File: config.mk
export PLATFORM = sky130hd
export DESIGN_NAME = ex_muldiv_unit
export DESIGN_NICKNAME = d
export VERILOG_FILES = /design/src/rtl/rv32i_types.sv /design/src/rtl/md_iter_step.sv /design/src/rtl/ex_muldiv_unit.sv
export SDC_FILE = /design/constraint.sdc
export NUM_CORES = 1
export LEC_CHECK = 0
export ABC_CLOCK_PERIOD_IN_PS = 4460
export BUFFER_PORTS_ARGS = -buffer_cell sky130_fd_sc_hd__clkbuf_2
export CORE_MARGIN = 4
export CORE_UTILIZATION = 40
export CTS_BUF_LIST = sky130_fd_sc_hd__clkbuf_2 sky130_fd_sc_hd__clkbuf_4 sky130_fd_sc_hd__clkbuf_8
export CTS_CLUSTER_SIZE = 40
export DETAILED_ROUTE_END_ITERATION = 8
export PLACE_DENSITY = 0.54
export SLEW_MARGIN = 20
export SYNTH_ARGS = -nofsm -noshare
export SYNTH_HDL_FRONTEND = slang
export SYNTH_SLANG_ARGS = --single-unit
export TNS_END_PERCENT = 100
File: constraint.sdc
create_clock -name clk -period 4.46 [get_ports clk]
set_input_delay 0.892 -clock clk [delete_from_list [all_inputs] [get_ports clk]]
set_output_delay 0.892 -clock clk [all_outputs]
set_load 0.05 [all_outputs]
File: src/rtl/rv32i_types.sv
// Shared execute-stage types: multiply/divide op codes and unit FSM states.
package rv32i_types;

  typedef enum logic [2:0] {
    MD_MUL    = 3'b000,
    MD_MULH   = 3'b001,
    MD_MULHSU = 3'b010,
    MD_MULHU  = 3'b011,
    MD_DIV    = 3'b100,
    MD_DIVU   = 3'b101,
    MD_REM    = 3'b110,
    MD_REMU   = 3'b111
  } md_op_t;

  typedef enum logic [1:0] {
    MD_IDLE = 2'd0,
    MD_CALC = 2'd1,
    MD_FIX  = 2'd2,
    MD_DONE = 2'd3
  } md_state_t;

  // rs1 is treated as signed for MULH, MULHSU, DIV and REM
  function automatic logic md_rs1_signed(md_op_t op);
    return (op == MD_MULH) || (op == MD_MULHSU) || (op == MD_DIV) || (op == MD_REM);
  endfunction

  function automatic logic md_rs2_signed(md_op_t op);
    return (op == MD_MULH) || (op == MD_DIV) || (op == MD_REM);
  endfunction

endpackage

File: src/rtl/md_iter_step.sv
// One iteration of the muldiv datapath: BITS_PER_CYCLE shift-add multiply
// steps or BITS_PER_CYCLE restoring divide steps on a {hi, lo} accumulator.
module md_iter_step #(
  parameter int unsigned XLEN           = 32,
  parameter int unsigned BITS_PER_CYCLE = 1
) (
  input  logic                i_is_div,
  input  logic [2*XLEN-1:0]   i_acc,
  input  logic [XLEN-1:0]     i_opnd,
  output logic [2*XLEN-1:0]   o_acc
);

  localparam int unsigned MW = XLEN + BITS_PER_CYCLE;

  logic [MW-1:0]     w_hi_sum;
  logic [2*XLEN-1:0] w_mul_acc;
  logic [XLEN-1:0]   w_rem;
  logic [XLEN-1:0]   w_quo;
  logic [XLEN:0]     w_trial;

  // Multiply: hi += multiplicand * lo[B-1:0], then shift {hi, lo} right by B
  always_comb begin
    w_hi_sum = {{BITS_PER_CYCLE{1'b0}}, i_acc[2*XLEN-1:XLEN]};
    for (int j = 0; j < int'(BITS_PER_CYCLE); j++) begin
      if (i_acc[j]) begin
        w_hi_sum = w_hi_sum + (MW'(i_opnd) << j);
      end
    end
    w_mul_acc = {w_hi_sum, i_acc[XLEN-1:BITS_PER_CYCLE]};
  end

  // Divide: hi is the partial remainder, lo shifts dividend out and quotient in
  always_comb begin
    w_rem   = i_acc[2*XLEN-1:XLEN];
    w_quo   = i_acc[XLEN-1:0];
    w_trial = '0;
    for (int i = 0; i < int'(BITS_PER_CYCLE); i++) begin
      w_trial = {w_rem, w_quo[XLEN-1]};
      w_quo   = {w_quo[XLEN-2:0], 1'b0};
      if (w_trial >= {1'b0, i_opnd}) begin
        w_trial  = w_trial - {1'b0, i_opnd};
        w_quo[0] = 1'b1;
      end
      w_rem = w_trial[XLEN-1:0];
    end
  end

  assign o_acc = i_is_div ? {w_rem, w_quo} : w_mul_acc;

endmodule

File: src/rtl/ex_muldiv_unit.sv
// Iterative RV32M/RV64M multiply-divide unit for the execute stage:
// valid/ready request in, N = XLEN/BITS_PER_CYCLE iterations, sign fix, tagged result out.
module ex_muldiv_unit #(
  parameter int unsigned XLEN           = 32,
  parameter int unsigned BITS_PER_CYCLE = 1
) (
  input  logic            clk,
  input  logic            rst_n,
  input  logic            i_valid,
  output logic            o_ready,
  input  logic [2:0]      i_op,
  input  logic [XLEN-1:0] i_a,
  input  logic [XLEN-1:0] i_b,
  input  logic [4:0]      i_rd_addr,
  input  logic            i_flush,
  output logic            o_valid,
  input  logic            i_ready,
  output logic [XLEN-1:0] o_result,
  output logic [4:0]      o_rd_addr,
  output logic            o_busy
);

  import rv32i_types::*;

  localparam int unsigned N     = XLEN / BITS_PER_CYCLE;
  localparam int unsigned CNT_W = (N > 1) ? $clog2(N) : 1;

  md_state_t          r_state;
  logic [CNT_W-1:0]   r_cnt;
  logic [2*XLEN-1:0]  r_acc;
  logic [XLEN-1:0]    r_opnd;
  logic [XLEN-1:0]    r_res;
  logic [4:0]         r_rd;
  md_op_t             r_op;
  logic               r_neg_a;
  logic               r_neg_b;

  md_op_t             w_op;
  logic [XLEN-1:0]    w_min;
  logic               w_neg_a;
  logic               w_neg_b;
  logic [XLEN-1:0]    w_mag_a;
  logic [XLEN-1:0]    w_mag_b;
  logic               w_is_div;
  logic               w_div0;
  logic               w_ovf;
  logic               w_special;
  logic [XLEN-1:0]    w_spec_res;
  logic [2*XLEN-1:0]  w_step_acc;
  logic [2*XLEN-1:0]  w_prod;
  logic [XLEN-1:0]    w_quo;
  logic [XLEN-1:0]    w_rem;
  logic [XLEN-1:0]    w_fix_res;

  assign o_ready = (r_state == MD_IDLE);
  assign o_busy  = (r_state != MD_IDLE);

  // Operand decode on the accept edge: signs, magnitudes, special-case divides
  assign w_op      = md_op_t'(i_op);
  assign w_min     = {1'b1, {(XLEN-1){1'b0}}};
  assign w_neg_a   = md_rs1_signed(w_op) & i_a[XLEN-1];
  assign w_neg_b   = md_rs2_signed(w_op) & i_b[XLEN-1];
  assign w_mag_a   = w_neg_a ? (-i_a) : i_a;
  assign w_mag_b   = w_neg_b ? (-i_b) : i_b;
  assign w_is_div  = i_op[2];
  assign w_div0    = w_is_div && (i_b == '0);
  assign w_ovf     = ((w_op == MD_DIV) || (w_op == MD_REM)) && (i_a == w_min) &&
                     (i_b == {XLEN{1'b1}});
  assign w_special = w_div0 || w_ovf;
  // i_op[1] selects the remainder flavour of a divide
  assign w_spec_res = w_div0 ? (i_op[1] ? i_a : {XLEN{1'b1}})
                             : (i_op[1] ? {XLEN{1'b0}} : w_min);

  md_iter_step #(
    .XLEN           (XLEN),
    .BITS_PER_CYCLE (BITS_PER_CYCLE)
  ) u_step (
    .i_is_div (r_op[2]),
    .i_acc    (r_acc),
    .i_opnd   (r_opnd),
    .o_acc    (w_step_acc)
  );

  // Sign fix: full-width product negation, quotient/remainder sign rules
  assign w_prod = (r_neg_a ^ r_neg_b) ? (-r_acc) : r_acc;
  assign w_quo  = (r_neg_a ^ r_neg_b) ? (-r_acc[XLEN-1:0]) : r_acc[XLEN-1:0];
  assign w_rem  = r_neg_a ? (-r_acc[2*XLEN-1:XLEN]) : r_acc[2*XLEN-1:XLEN];

  always_comb begin
    w_fix_res = '0;
    if (r_op[2]) begin
      w_fix_res = r_op[1] ? w_rem : w_quo;
    end else if (r_op == MD_MUL) begin
      w_fix_res = w_prod[XLEN-1:0];
    end else begin
      w_fix_res = w_prod[2*XLEN-1:XLEN];
    end
  end

  always_ff @(posedge clk or negedge rst_n) begin
    if (!rst_n) begin
      r_state   <= MD_IDLE;
      r_cnt     <= '0;
      r_acc     <= '0;
      r_opnd    <= '0;
      r_res     <= '0;
      r_rd      <= '0;
      r_op      <= MD_MUL;
      r_neg_a   <= 1'b0;
      r_neg_b   <= 1'b0;
      o_valid   <= 1'b0;
      o_result  <= '0;
      o_rd_addr <= '0;
    end else if (i_flush) begin
      r_state <= MD_IDLE;
      r_cnt   <= '0;
      o_valid <= 1'b0;
    end else begin
      case (r_state)
        MD_IDLE: begin
          if (i_valid) begin
            r_op    <= w_op;
            r_rd    <= i_rd_addr;
            r_neg_a <= w_neg_a;
            r_neg_b <= w_neg_b;
            r_cnt   <= '0;
            // divide: lo holds dividend, opnd divisor; multiply: lo multiplier, opnd multiplicand
            r_acc   <= {{XLEN{1'b0}}, (w_is_div ? w_mag_a : w_mag_b)};
            r_opnd  <= w_is_div ? w_mag_b : w_mag_a;
            if (w_special) begin
              r_res   <= w_spec_res;
              r_state <= MD_DONE;
            end else begin
              r_state <= MD_CALC;
            end
          end
        end
        MD_CALC: begin
          r_acc <= w_step_acc;
          if (r_cnt == CNT_W'(N - 1)) begin
            r_cnt   <= '0;
            r_state <= MD_FIX;
          end else begin
            r_cnt <= r_cnt + CNT_W'(1);
          end
        end
        MD_FIX: begin
          r_res   <= w_fix_res;
          r_state <= MD_DONE;
        end
        MD_DONE: begin
          // first DONE cycle registers the result; afterwards hold until accepted
          if (!o_valid) begin
            o_valid   <= 1'b1;
            o_result  <= r_res;
            o_rd_addr <= r_rd;
          end else if (i_ready) begin
            o_valid <= 1'b0;
            r_state <= MD_IDLE;
          end
        end
        default: begin
          r_state <= MD_IDLE;
          o_valid <= 1'b0;
        end
      endcase
    end
  end

endmodule

==> metrics.txt <==
Reg-to-Reg Start=r_acc[33]; Core Util, Final=44.3%; count of endpoints failing setup in the final report=0; Avg WL per Cell=24.6 µm; vias in the first global route=16200; net count of the finished layout=2390; number of top-level design ports=117; Iteration-0 DRC Markers=1718; number of antenna violations at the first check in global routing=0; Required @ worst endpoint=4.91 ns; post-synthesis cell type with the largest combined area=sky130_fd_sc_hd__dfrtp_1; most frequent cell after synthesis=sky130_fd_sc_hd__nand2_1; largest fanout on the critical path=8; r2r endpoint=r_acc[57]; antenna-violating nets left=0; pin count of the biggest net entering global routing=107; WHS=0.424 ns; worst-case setup slack after placement=0.407 ns; leading cell types by total area after synthesis=sky130_fd_sc_hd__dfrtp_1 27%, sky130_fd_sc_hd__o21ai_0 6.7%, sky130_fd_sc_hd__a21oi_1 5.9%; cell chosen for the clock root=sky130_fd_sc_hd__clkbuf_8; total clock buffers created by CTS=17; met3 wirelength from detailed routing=5.27 mm; Slew Limit Headroom=31.3%; portion of synthesized cell area occupied by the leading cell type=27.0%; share of post-route cells with drive strength above 1=14.5%; die area=0.0457 mm²; wire length on met2=30.0 mm; fraction of the yosys area taken by sequential cells=27.0%; power density normalized to cell area=854 mW/mm²; total wirelength of the detailed-routed design=68.6 mm; count of cells resized by post-cts repair=0; final hold violation count=0; Die X-Extent=214 µm; Worst Setup SP=r_acc[33]; vertical die dimension=214 µm; Pins Over Slew Limit=0; number of enable-type register cells in the synthesized netlist=0; max cap viols=0; leakage power=8.21 nW; Worst-Skew Late Latency=0.56 ns; number of sinks driven by the clock tree=183; P&R area growth vs syn=9.80%; WL met1=30.9 mm; post-route worst setup slack=0.513 ns; Synth async-reset ratio=100%; number of core rows=75; Mapped Area=0.0169 mm²; outcome=completed; largest buffer count on any clock path=2; setup repair bufs after CTS=0; GPL Wtd Cong=0.969; Final Skew=0.0296 ns; HPWL after detailed placement=53.2 mm; clock tree from TritonCTS=yes; DR top layer=met4; global-route wire length before repair=102 mm; total power=15.9 mW; kind of critical path=flip-flop to flip-flop; number of distinct library cells after synthesis=79; number of iterations in the first detailed-routing pass=6; number of storage elements in the synthesis netlist=183; CTS Hold Buffers Added=0; total DRC errors in the routed layout=0; clock transition at the register clock pins on the worst setup and hold paths after CTS=0.13 ns; Worst EP arrival=4.40 ns; top cell types by occurrence after synthesis=242 x sky130_fd_sc_hd__nand2_1, 227 x sky130_fd_sc_hd__o21ai_0, 199 x sky130_fd_sc_hd__a21oi_1, 183 x sky130_fd_sc_hd__dfrtp_1, 157 x sky130_fd_sc_hd__nor2_1; minimum period implied by the final worst setup slack=3.95 ns; core area=0.0419 mm²; Post-Synthesis Net Count=2334; Via density=6.23; All-Layer GR Usage=29.5%; Synth Instances=2180; largest voltage drop on the vdd net=368 µV; Avg Cell Area, Syn=7.77 µm²; Initial Util=40.4%; Yosys Warn Count=0; dominant register cell in the synthesized netlist=sky130_fd_sc_hd__dfrtp_1; slew at the pin closest to its max-slew limit=1.03 ns; setup_tns=0 ns; class of the most critical hold timing path=input port to async pin; number of antenna cells inserted=0; top achievable clock speed=0.253 GHz; critical path capture point=r_acc[57]; RSZ-0062 raised after global routing=no; crit path capture type=flip-flop; grt ovf=0; vias after detailed routing=17400; slack of the worst reg-to-reg path=0.51 ns; launching element type of the critical path=flip-flop; share of the cycle needed by the critical path after routing=88.5%; Reg2Reg Depth=11; maximum level of the CTS H-tree=4; input/output buffers=116
## worst min-delay path by stage
stage	start	end	cells past startpoint
6_report	rst_n	r_acc[62]	1
5_1_grt	rst_n	r_acc[62]	1
4_1_cts	rst_n	r_acc[62]	1
3_5_place_dp	r_rd[3]	r_rd[3]	2
3_3_place_gp	r_rd[1]	r_rd[1]	2
2_1_floorplan	r_rd[0]	r_rd[0]	2
## through the flow
step | instance area, µm² | cells
6_report | 18600 | 2788
5_1_grt | 18600 | 2788
4_1_cts | 18600 | 2788
3_5_place_dp | 18200 | 2756
3_3_place_gp | 18200 | 2756
2_1_floorplan | 16900 | 2180
## routing by layer
| metal | GRT usage (%) | vias to the layer above |
|---|---|---|
| met5 | 0 | - |
| met4 | 10.5 | 0 |
| met3 | 4.80 | 111 |
| met2 | 44.9 | 785 |
| met1 | 42.5 | 8409 |
| li1 | - | 8055 |
## registers in the layout (all words and copies together), names as in the netlist
register   count
o_rd_addr      5
o_result      32
o_valid        1
r_acc         64
r_cnt          5
r_neg_a        1
r_neg_b        1
r_op           3
r_opnd        32
r_rd           5
r_res         32
r_state        2
## where the power goes
part / switching, mW / internal, mW
clock: 0.769 / 0.426
combinational: 7.22 / 4.07
sequential: 1.04 / 2.36
total: 9.02 / 6.86
## placed cells by master, fill, tap and decap left out, types with 10 or more instances in the layout
cell type and count:
sky130_fd_sc_hd__o22ai_1 10, sky130_fd_sc_hd__and3_1 15, sky130_fd_sc_hd__or4_1 13, sky130_fd_sc_hd__and2_1 15
sky130_fd_sc_hd__mux2i_1 28, sky130_fd_sc_hd__clkbuf_8 18, sky130_fd_sc_hd__o221ai_1 21, sky130_fd_sc_hd__a21oi_1 199
sky130_fd_sc_hd__a31oi_1 26, sky130_fd_sc_hd__dfrtp_1 182, sky130_fd_sc_hd__inv_1 82, sky130_fd_sc_hd__xnor2_1 98
sky130_fd_sc_hd__o21ai_0 226, sky130_fd_sc_hd__a211oi_1 56, sky130_fd_sc_hd__ha_1 74, sky130_fd_sc_hd__nor2_1 156
sky130_fd_sc_hd__nand2b_1 13, sky130_fd_sc_hd__nor4_1 26, sky130_fd_sc_hd__nand3_1 37, sky130_fd_sc_hd__nand2_1 242
sky130_fd_sc_hd__o41ai_1 13, sky130_fd_sc_hd__a221o_1 10, sky130_fd_sc_hd__o211ai_1 15, sky130_fd_sc_hd__buf_4 72
sky130_fd_sc_hd__a221oi_1 11, sky130_fd_sc_hd__xor2_1 88, sky130_fd_sc_hd__a21o_1 43, sky130_fd_sc_hd__nand4_1 26
sky130_fd_sc_hd__o31ai_1 26, sky130_fd_sc_hd__or3_1 15, sky130_fd_sc_hd__or2_2 10, sky130_fd_sc_hd__nor2b_1 13
sky130_fd_sc_hd__mux2_2 76, sky130_fd_sc_hd__clkbuf_2 114, sky130_fd_sc_hd__nor3_1 45
## logic make-up (layout without fill, tap and decap cells)
logic type / after synthesis / in the layout / share of synthesized area [%]
compound gates: 747 / 747 / 27.8
xor+xnor: 188 / 188 / 9.72
simple gates: 647 / 647 / 17.8
mux: 104 / 104 / 6.71
fa+ha+maj: 77 / 77 / 5.78
buf+inv: 234 / 303 / 5.24
flops: 183 / 183 / 27.0
## worst max-delay path, stage by stage, from the launching register on
cell and delay [ns]:
sky130_fd_sc_hd__dfrtp_1 0.56, sky130_fd_sc_hd__inv_1 0.20, sky130_fd_sc_hd__fa_1 0.50, sky130_fd_sc_hd__nor2b_1 0.18
sky130_fd_sc_hd__o211ai_1 0.17, sky130_fd_sc_hd__a31o_2 0.32, sky130_fd_sc_hd__a211oi_1 0.59, sky130_fd_sc_hd__a221o_1 0.42
sky130_fd_sc_hd__a31oi_1 0.18, sky130_fd_sc_hd__or2_2 0.30, sky130_fd_sc_hd__a31oi_1 0.30, sky130_fd_sc_hd__o31ai_1 0.14
## area by class of cell
cell class	instances	area, µm²
Timing Repair Buffer	188	1140
Fill cell	4266	23300
Tap cell	539	674
Clock buffer	19	249
Clock inverter	13	136
Inverter	83	312
Multi-Input combinational cell	1763	11500
Sequential cell	183	4580
(Power assumes the default switching activity.)
